[config.mk]
export PLATFORM = sky130hd
export DESIGN_NAME = light_centroid
export DESIGN_NICKNAME = d
export VERILOG_FILES = /design/src/rtl/light_centroid.sv
export SDC_FILE = /design/constraint.sdc
export NUM_CORES = 1
export LEC_CHECK = 0
export ABC_AREA = 1
export CAP_MARGIN = 30
export CORE_ASPECT_RATIO = 0.6
export CORE_MARGIN = 5
export CORE_UTILIZATION = 50
export CTS_CLUSTER_SIZE = 16
export DETAILED_ROUTE_END_ITERATION = 12
export HOLD_SLACK_MARGIN = 0.08
export PLACE_DENSITY = 0.69
export SETUP_SLACK_MARGIN = 0.15
export SYNTH_ARGS = -nofsm -noshare
export SYNTH_HDL_FRONTEND = slang
export SYNTH_SLANG_ARGS = --single-unit
[constraint.sdc]
create_clock -name clk_in -period 6.4 [get_ports clk_in]
set_input_delay 0.64 -clock clk_in [delete_from_list [all_inputs] [get_ports clk_in]]
set_output_delay 0.64 -clock clk_in [all_outputs]
set_load 0.03 [all_outputs]
[src/rtl/light_centroid.sv]
// light_centroid: classifies RGB565 pixels as lit by luma threshold,
// accumulates lit-pixel coordinate sums and count per frame, and at frame
// end divides sums by count (32-step restoring divider) to report one
// centroid sample per frame with a single-cycle valid pulse.
module light_centroid #(
   parameter int H_LAST     = 1279,
   parameter int V_LAST     = 719,
   parameter int THRESHOLD  = 160,
   parameter int MIN_PIXELS = 16
) (
   input  logic        clk_in,
   input  logic        rst_in,
   input  logic        valid_in,
   input  logic [15:0] pixel_in,
   input  logic [10:0] hcount_in,
   input  logic [9:0]  vcount_in,
   output logic [10:0] x_out,
   output logic [9:0]  y_out,
   output logic [19:0] count_out,
   output logic        light_out,
   output logic        valid_out,
   output logic        busy_out
);

   localparam logic [7:0]  LP_THR   = 8'(THRESHOLD);
   localparam logic [10:0] LP_HLAST = 11'(H_LAST);
   localparam logic [9:0]  LP_VLAST = 10'(V_LAST);
   localparam logic [19:0] LP_MIN   = 20'(MIN_PIXELS);

   typedef enum logic [1:0] {S_IDLE, S_DIV, S_DONE} state_t;

   // Luma approximation: 2*R5 + G6 + 2*B5, fits in 8 bits (max 187).
   function automatic logic [7:0] luma_f(input logic [15:0] px);
      luma_f = {2'b00, px[15:11], 1'b0} + {2'b00, px[10:5]} + {2'b00, px[4:0], 1'b0};
   endfunction

   state_t      r_state;
   state_t      w_state_nxt;
   logic [4:0]  r_iter;

   logic [30:0] r_sum_x;
   logic [29:0] r_sum_y;
   logic [19:0] r_cnt;

   logic [31:0] r_qx;
   logic [31:0] r_qy;
   logic [19:0] r_rx;
   logic [19:0] r_ry;
   logic [19:0] r_dvs;

   logic [10:0] r_x;
   logic [9:0]  r_y;
   logic [19:0] r_count;
   logic        r_light;
   logic        r_valid;

   logic        w_lit;
   logic        w_frame_end;
   logic        w_start;
   logic [30:0] w_sum_x_nxt;
   logic [29:0] w_sum_y_nxt;
   logic [19:0] w_cnt_nxt;

   logic        w_busy;
   logic        w_div;
   logic        w_done;
   logic        w_last_iter;

   logic [20:0] w_shx;
   logic [20:0] w_shy;
   logic [20:0] w_subx;
   logic [20:0] w_suby;
   logic        w_bit_x;
   logic        w_bit_y;

   // Pixel classification and the accumulator values including this pixel.
   always_comb begin
      w_lit       = valid_in && (luma_f(pixel_in) >= LP_THR);
      w_frame_end = valid_in && (hcount_in == LP_HLAST) && (vcount_in == LP_VLAST);
      w_start     = w_frame_end && (r_state == S_IDLE);
      w_sum_x_nxt = r_sum_x + (w_lit ? {20'd0, hcount_in} : 31'd0);
      w_sum_y_nxt = r_sum_y + (w_lit ? {20'd0, vcount_in} : 30'd0);
      w_cnt_nxt   = r_cnt + (w_lit ? 20'd1 : 20'd0);
   end

   // Frame accumulators; cleared after every frame end, even a dropped one.
   always_ff @(posedge clk_in) begin
      if (rst_in) begin
         r_sum_x <= '0;
         r_sum_y <= '0;
         r_cnt   <= '0;
      end else if (w_frame_end) begin
         r_sum_x <= '0;
         r_sum_y <= '0;
         r_cnt   <= '0;
      end else begin
         r_sum_x <= w_sum_x_nxt;
         r_sum_y <= w_sum_y_nxt;
         r_cnt   <= w_cnt_nxt;
      end
   end

   // One restoring-division step for both quotients.
   always_comb begin
      w_shx   = {r_rx, r_qx[31]};
      w_shy   = {r_ry, r_qy[31]};
      w_bit_x = (w_shx >= {1'b0, r_dvs});
      w_bit_y = (w_shy >= {1'b0, r_dvs});
      w_subx  = w_shx - {1'b0, r_dvs};
      w_suby  = w_shy - {1'b0, r_dvs};
   end

   // Divider datapath: snapshot operands at frame end, then shift quotients in.
   always_ff @(posedge clk_in) begin
      if (w_start) begin
         r_qx  <= {1'b0, w_sum_x_nxt};
         r_qy  <= {2'b00, w_sum_y_nxt};
         r_rx  <= '0;
         r_ry  <= '0;
         r_dvs <= w_cnt_nxt;
      end else if (w_div) begin
         r_qx <= {r_qx[30:0], w_bit_x};
         r_qy <= {r_qy[30:0], w_bit_y};
         r_rx <= 20'(w_bit_x ? w_subx : w_shx);
         r_ry <= 20'(w_bit_y ? w_suby : w_shy);
      end
   end

   // FSM state register and iteration counter.
   always_ff @(posedge clk_in) begin
      if (rst_in) begin
         r_state <= S_IDLE;
         r_iter  <= '0;
      end else begin
         r_state <= w_state_nxt;
         if (w_div) r_iter <= r_iter + 5'd1;
         else       r_iter <= '0;
      end
   end

   // FSM next-state logic.
   always_comb begin
      w_last_iter = (r_iter == 5'd31);
      w_state_nxt = r_state;
      case (r_state)
         S_IDLE:  if (w_start) w_state_nxt = S_DIV;
         S_DIV:   if (w_last_iter) w_state_nxt = S_DONE;
         S_DONE:  w_state_nxt = S_IDLE;
         default: w_state_nxt = S_IDLE;
      endcase
   end

   // FSM state decode.
   always_comb begin
      w_busy = (r_state != S_IDLE);
      w_div  = (r_state == S_DIV);
      w_done = (r_state == S_DONE);
   end

   // Result registers; position held when the frame had too few lit pixels.
   always_ff @(posedge clk_in) begin
      if (rst_in) begin
         r_x     <= '0;
         r_y     <= '0;
         r_count <= '0;
         r_light <= 1'b0;
         r_valid <= 1'b0;
      end else begin
         r_valid <= w_done;
         if (w_done) begin
            r_count <= r_dvs;
            if (r_dvs >= LP_MIN) begin
               r_light <= 1'b1;
               r_x     <= r_qx[10:0];
               r_y     <= r_qy[9:0];
            end else begin
               r_light <= 1'b0;
            end
         end
      end
   end

   assign x_out     = r_x;
   assign y_out     = r_y;
   assign count_out = r_count;
   assign light_out = r_light;
   assign valid_out = r_valid;
   assign busy_out  = w_busy;

endmodule
==> results of run 1 <==
-- final timing paths --
path / start / endpoint / depth (start not counted)
max reg2reg: r_dvs[8]$_DFFE_PP_ / r_rx[11]$_SDFFE_PP0P_ / 14
min reg2reg: r_iter[0]$_SDFF_PP0_ / r_iter[0]$_SDFF_PP0_ / 1
max: pixel_in[1] / r_qy[26]$_DFFE_PP_ / 24
min: r_iter[0]$_SDFF_PP0_ / r_iter[0]$_SDFF_PP0_ / 1
-- cell usage in the layout (no fill, tap or decap), types with 3 or more instances in the layout --
cell type / Yosys / layout
nor3b_1: 3 / 3
nor2_1: 231 / 229
edfxtp_1: 81 / 81
xor2_1: 24 / 24
nand2_2: 6 / 6
nor3_1: 28 / 28
inv_1: 309 / 309
o21a_1: 4 / 4
o21ai_1: 7 / 7
ha_1: 69 / 69
nand4_1: 28 / 28
bufinv_16: 0 / 5
nor2_4: 3 / 5
dfxtp_1: 174 / 174
clkinv_2: 0 / 6
o21bai_1: 4 / 4
inv_2: 5 / 4
nor2_2: 3 / 3
clkbuf_16: 0 / 27
or2_2: 3 / 3
clkdlybuf4s50_1: 0 / 82
o21ai_0: 113 / 113
xnor2_1: 27 / 27
nand3_1: 214 / 214
clkinvlp_4: 0 / 4
nand2_1: 622 / 621
fa_1: 10 / 10
a21oi_1: 95 / 95
nand3b_1: 26 / 26
nor4_1: 5 / 5
buf_4: 5 / 8
-- per-layer routing --
metal	track usage, %	wire length, µm
met1	38.7	21800
met2	34.7	15800
met3	5.61	3940
met4	3.13	481
met5	0	0
-- critical path, stage by stage --
cell and delay, ns:
clkdlybuf4s50_1 0.43, fa_1 0.49, ha_1 0.22, inv_1 0.07, fa_1 0.19, o21ai_0 0.09, a221oi_1 0.29, nand2_1 0.59
nor2_1 0.27, ha_1 0.25, inv_1 0.07, fa_1 0.40, inv_1 0.13, nand3_1 0.08, nand2_1 0.16, nand2_1 0.07
nand2_1 0.20, nand2_1 0.10, nand2_1 0.15, nand2_1 0.07, nand2_1 0.08, nand2_1 0.05, nand2_1 0.07, nand2_1 0.05
-- where the power goes --
group	switching [µW]	internal, µW	total, µW
sequential	33.9	1710	1740
clock	681	1000	1680
combinational	321	195	516
-- metrics by stage --
stage               total power (µW)  hold WS [ns]  cells  instance area, µm²
floorplan                       2150         0.418   2172               15200
global placement                2270         0.434   2613               16300
detailed placement              2280         0.445   2615               16400
CTS                             3970         0.454   2663               17300
global route                    4120         0.483   2663               17300
finish                          3940         0.454   2663               17300
-- cell type report --
cell class,count,area (µm²),share of cell area [%]
Multi-Input combinational cell,1546,7810,45.2
Sequential cell,255,5920,34.2
Inverter,314,1180,6.82
Timing Repair Buffer,92,936,5.41
Clock buffer,31,711,4.11
Tap cell,408,510,2.95
Clock inverter,17,229,1.32
-- flip-flops by register name (all words and copies together), names as in the netlist --
name       flops
r_ry          20
r_sum_x       31
r_dvs         20
r_sum_y       30
valid_out      1
y_out         10
r_rx          20
r_cnt         20
count_out     20
r_state        2
x_out         11
r_iter         5
light_out      1
r_qx          32
r_qy          32
-- logic make-up (layout without fill, tap and decap cells) --
| logic type | count (synthesis) | after routing | synth area share [%] |
|---|---|---|---|
| flops | 255 | 255 | 39.0 |
| fa+ha+maj | 79 | 79 | 7.02 |
| xor+xnor | 53 | 53 | 3.16 |
| compound gates | 228 | 228 | 7.74 |
| buf+inv | 371 | 454 | 9.57 |
| simple gates | 1186 | 1186 | 33.5 |
==> flow_summary.yaml, run 1 <==
routing:
  ant_nets: 0
  wire_per_inst_um: 15.8
  drt_pass1_iterations: 6
  drc: 0
  routed_wl_um: 42000
  viasPerCell: 5.21
  via_count: 13900
  drtIter0Drc: 1247
timing:
  hold_viol: 0
  setup_ws_ns: 1.50
  setup_viol: 0
  slew_headroom_pct: 38.0
  drv_slew: 0
  fin_tns_setup_ns: 0
  max_freq_mhz: 204
  post-route-min-period_ns: 4.90
  rsz0062_at_grt: "false"
  finalCritPeriodShare_pct: 76.5
  finClkSkew_ns: 0.0106
  tightest_slew_ns: 0.928
die:
  io_pins: 84
  fp.coreArea_um2: 29900
  die_height_um: 145
  rows: 49
  die_w_um: 235
  start_util_pct: 50.7
  dieArea_um2: 34000
synthesis:
  syn_area_um2: 15200
  synthArstFlopShare_pct: 0
  synth_edf_count: 81
  synthMostInstantiatedCell: "nand2_1"
  synth-main-ff-cell: "dfxtp_1"
  synth_seq_area_share_pct: 39.0
  synth.net_count: 2291
  synth_common_cells: "nand2_1, inv_1, nor2_1"
  syn_inst: 2172
  synthTopCellsByArea: "dfxtp_1, edfxtp_1, nand2_1, inv_1, nand3_1"
  yosys.area.top_type: "dfxtp_1"
  synth.distinct_cells: 45
  synth_top_area_share_pct: 23.0
  yosysWarnings: 0
  syn_avg_cell_area_um2: 6.98
  synth-seq-cells: 255
clock_network:
  htree_levels: 1
  post_cts_buffers: 0
  cts_tree: "done"
  root_buffer: "clkbuf_16"
  numCtsBuffers: 26
  clk_latency_ns: 0.55
  cts-resized-gates: 0
  clockBufferDepth: 3
  clock-sinks: 255
  clk_pin_slew_ns: 0.07
  cts_hold_buf: 0
grt:
  grt_usage_pct: 24.5
  first_global_vias: 12800
  grt_max_degree: 77
  grt_overflow: 0
  antenna_found_initial: 0
  grt_pass1_wl_um: 67900
placement:
  port_buffers: 82
  place.gp.congestion: 0.959
  dpl.hpwl_um: 31700
  dp_worst_setup_slack_ns: 0.993
critical_path:
  path_class: "in -> reg"
  required_ns: 6.71
  critical_path.endpoint_type: "register"
  startpoint_type: "primary input"
  path_max_fanout: 22
  r2r_slack_ns: 2.95
  cp.arrival_ns: 5.21
pwr:
  ir_drop_mv: 0.198
  p_leak_uw: 0.00806
  power-per-cell-area_nw_per_um2: 228
layout:
  layout.nets: 2354
  fin_util_pct: 57.8
  area_growth_pct: 14.1
  drive_gt1_share_pct: 3.95
  diodes: 0
  fillers: 2918
hold_path:
  hold_path.class: "reg -> reg"
run_status:
  status: "completed"
run:
  cap_viol_max_count: 0
No activity file was read; power rests on OpenSTA's default activity.
==> run 2: changes to the inputs <==
Settings changed: PLACE_DENSITY 0.69 to 0.71.
Clock period 6.4 ns to 4.05 ns, I/O delays scaled along.
==> run 2 against run 1 <==
Die area is the same. Count of clock-buffer cells in the layout down 2. Critical path type unchanged. Power rose by 54%. Clock skew grew 0.0038 ns. Worst hold slack got worse by 0.00089 ns. Flip-flop and latch count unchanged. First-iteration DRC count is 6.7% higher. Cell area grew 6.2%. Critical path depth down 2.
==> flow_summary.yaml, run 2 (synthesis gave the netlist of run 1 again) <==
run_status:
  status: "completed"
timing:
  finClkSkew_ns: 0.0144
  max_freq_mhz: 262
  finalCritPeriodShare_pct: 94.1
  fin_hold_ws_ns: 0.453
  slew_headroom_pct: 44.5
  hold_viol: 0
  fin_tns_setup_ns: 0
  tightest_slew_ns: 0.832
  setup_viol: 0
  post-route-min-period_ns: 3.81
  rsz0062_at_grt: "true"
  drv_slew: 0
layout:
  fin_area_um2: 18400
  largestRegisters: "r_qx: 32 flops, r_qy: 32 flops, r_sum_x: 31 flops"
  fillers: 2766
  final_cell_mix: "nand2_1, inv_1, nor2_1"
  drive_gt1_share_pct: 11.6
  final_common_cell: "nand2_1"
  layout.nets: 2455
  area_growth_pct: 21.2
  diodes: 0
  fin_util_pct: 61.4
clock_network:
  clk_latency_ns: 0.54
  clock-sinks: 255
  numCtsBuffers: 25
  clockBufferDepth: 3
  htree_levels: 1
  root_buffer: "clkbuf_16"
  clk_pin_slew_ns: 0.07
  cts_tree: "done"
  cts_hold_buf: 0
placement:
  port_buffers: 82
  place.gp.congestion: 0.994
  postPlaceCellArea_um2: 17100
  dpl.hpwl_um: 33400
routing:
  ant_nets: 0
  wire_per_inst_um: 16.1
  drc: 0
  drtIter0Drc: 1331
  via_count: 14600
  routed_wl_um: 44300
  viasPerCell: 5.29
  drt_pass1_iterations: 5
pwr:
  power-per-cell-area_nw_per_um2: 331
  finalPower_uw: 6080
  ir_drop_mv: 0.257
  p_leak_uw: 0.00861
grt:
  grtUsageMet2_pct: 35.2
  grt_max_degree: 66
  antenna_found_initial: 0
  grt_pass1_wl_um: 70000
  grt_usage_pct: 25.1
  grt_overflow: 0
  grt_use_met1_pct: 39.5
  busiest_layer: "met1"
  use_met3_pct: 6.06
  first_global_vias: 13300
critical_path:
  path_depth: 22
  worstRegToRegCells: 13
  required_ns: 4.35
  path_class: "in -> reg"
  r2r_slack_ns: 0.99
  path_max_fanout: 9
  cpMaxStageDelayCell: "clkdlybuf4s50_1"
  cp_top_family: "adder cells"
  max_stage_delay_ns: 0.47
  r2r_start: "r_dvs[7]$_DFFE_PP_"
  cp.arrival_ns: 4.11
  r2r_end: "r_ry[11]$_SDFFE_PP0P_"
  critical_path.endpoint_type: "register"
  startpoint_type: "primary input"
  crit_chain: "clkdlybuf4s50_1, inv_1, fa_1, inv_1, ha_2, inv_1, fa_1, o21ai_1, a221oi_1, nand2_1, buf_6, buf_12, nor2_1, ha_1, nand2_2, buf_4, nor2_2, nand4_1, nand3_2, nand2_1, nand2_1, nand2_1"
  crit_buf_inv: 7
  cpMostUsedCell: "nand2_1"
die:
  start_util_pct: 50.7
  dieArea_um2: 34000
  die_height_um: 145
  fp.coreArea_um2: 29900
  rows: 49
  die_w_um: 235
  io_pins: 84
hold_path:
  hold_path.class: "reg -> reg"
  min-delay-start: "r_iter[0]$_SDFF_PP0_"
  holdPathEnd: "r_iter[0]$_SDFF_PP0_"
  holdPathStages: 1
run:
  cap_viol_max_count: 0
## run 2: cell type report
| class | count | area, µm² | share of cell area (%) |
|---|---|---|---|
| multi-input cells | 1546 | 8190 | 44.6 |
| flip-flops and latches | 255 | 5920 | 32.2 |
| repair buffers | 194 | 1720 | 9.37 |
| inverters | 314 | 1180 | 6.43 |
| clock buffers | 29 | 651 | 3.54 |
| well taps | 408 | 510 | 2.78 |
| clock inverters | 16 | 196 | 1.07 |
## run 2: how the worst max path moves through the flow
stage	to	start
after floorplan	r_qx[24]$_DFFE_PP_	pixel_in[1]
after global placement	r_qy[28]$_DFFE_PP_	pixel_in[0]
after detailed placement	r_qx[12]$_DFFE_PP_	pixel_in[1]
after CTS	r_qy[13]$_DFFE_PP_	pixel_in[0]
after global routing	r_qx[29]$_DFFE_PP_	pixel_in[0]
final	r_qx[19]$_DFFE_PP_	pixel_in[0]
## run 2: what timing repair did
action	in CTS	in global routing
hold endpoints to repair	0	0
pin swaps	0	19
setup buffers	0	6
gates resized for setup	6	107
setup endpoints to repair	7	85
## run 2: power by group
part           switching (µW)  internal [µW]  total (µW)
clock network            1040           1420        2460
registers                50.0           2700        2750
logic                     535            344         880
## run 2: worst register-to-register path: stages (launching register included)
cell and delay [ns]:
edfxtp_1 0.39, inv_1 0.30, ha_1 0.35, nand2_1 0.21
inv_1 0.06, nand2_1 0.07, nand2_1 0.08, a21oi_1 0.18
nand2_1 0.11, nand2_2 0.38, nand2_2 0.40, nand3_1 0.31
nand3_1 0.10, nand2_1 0.08
## run 2: through the flow
| step | cells | setup WS, ns |
|---|---|---|
| after floorplan | 2172 | 0.193 |
| after global placement | 2711 | -0.405 |
| after detailed placement | 2711 | -0.447 |
| after CTS | 2756 | 0.156 |
| after global routing | 2762 | 0.0776 |
| final | 2762 | 0.238 |
## run 2: metal layers
metal / routed length, µm / part of all wire (%)
met2: 17000 / 38
met4: 753 / 1.7
met3: 4250 / 9.6
met1: 22300 / 50
met5: 0 / 0
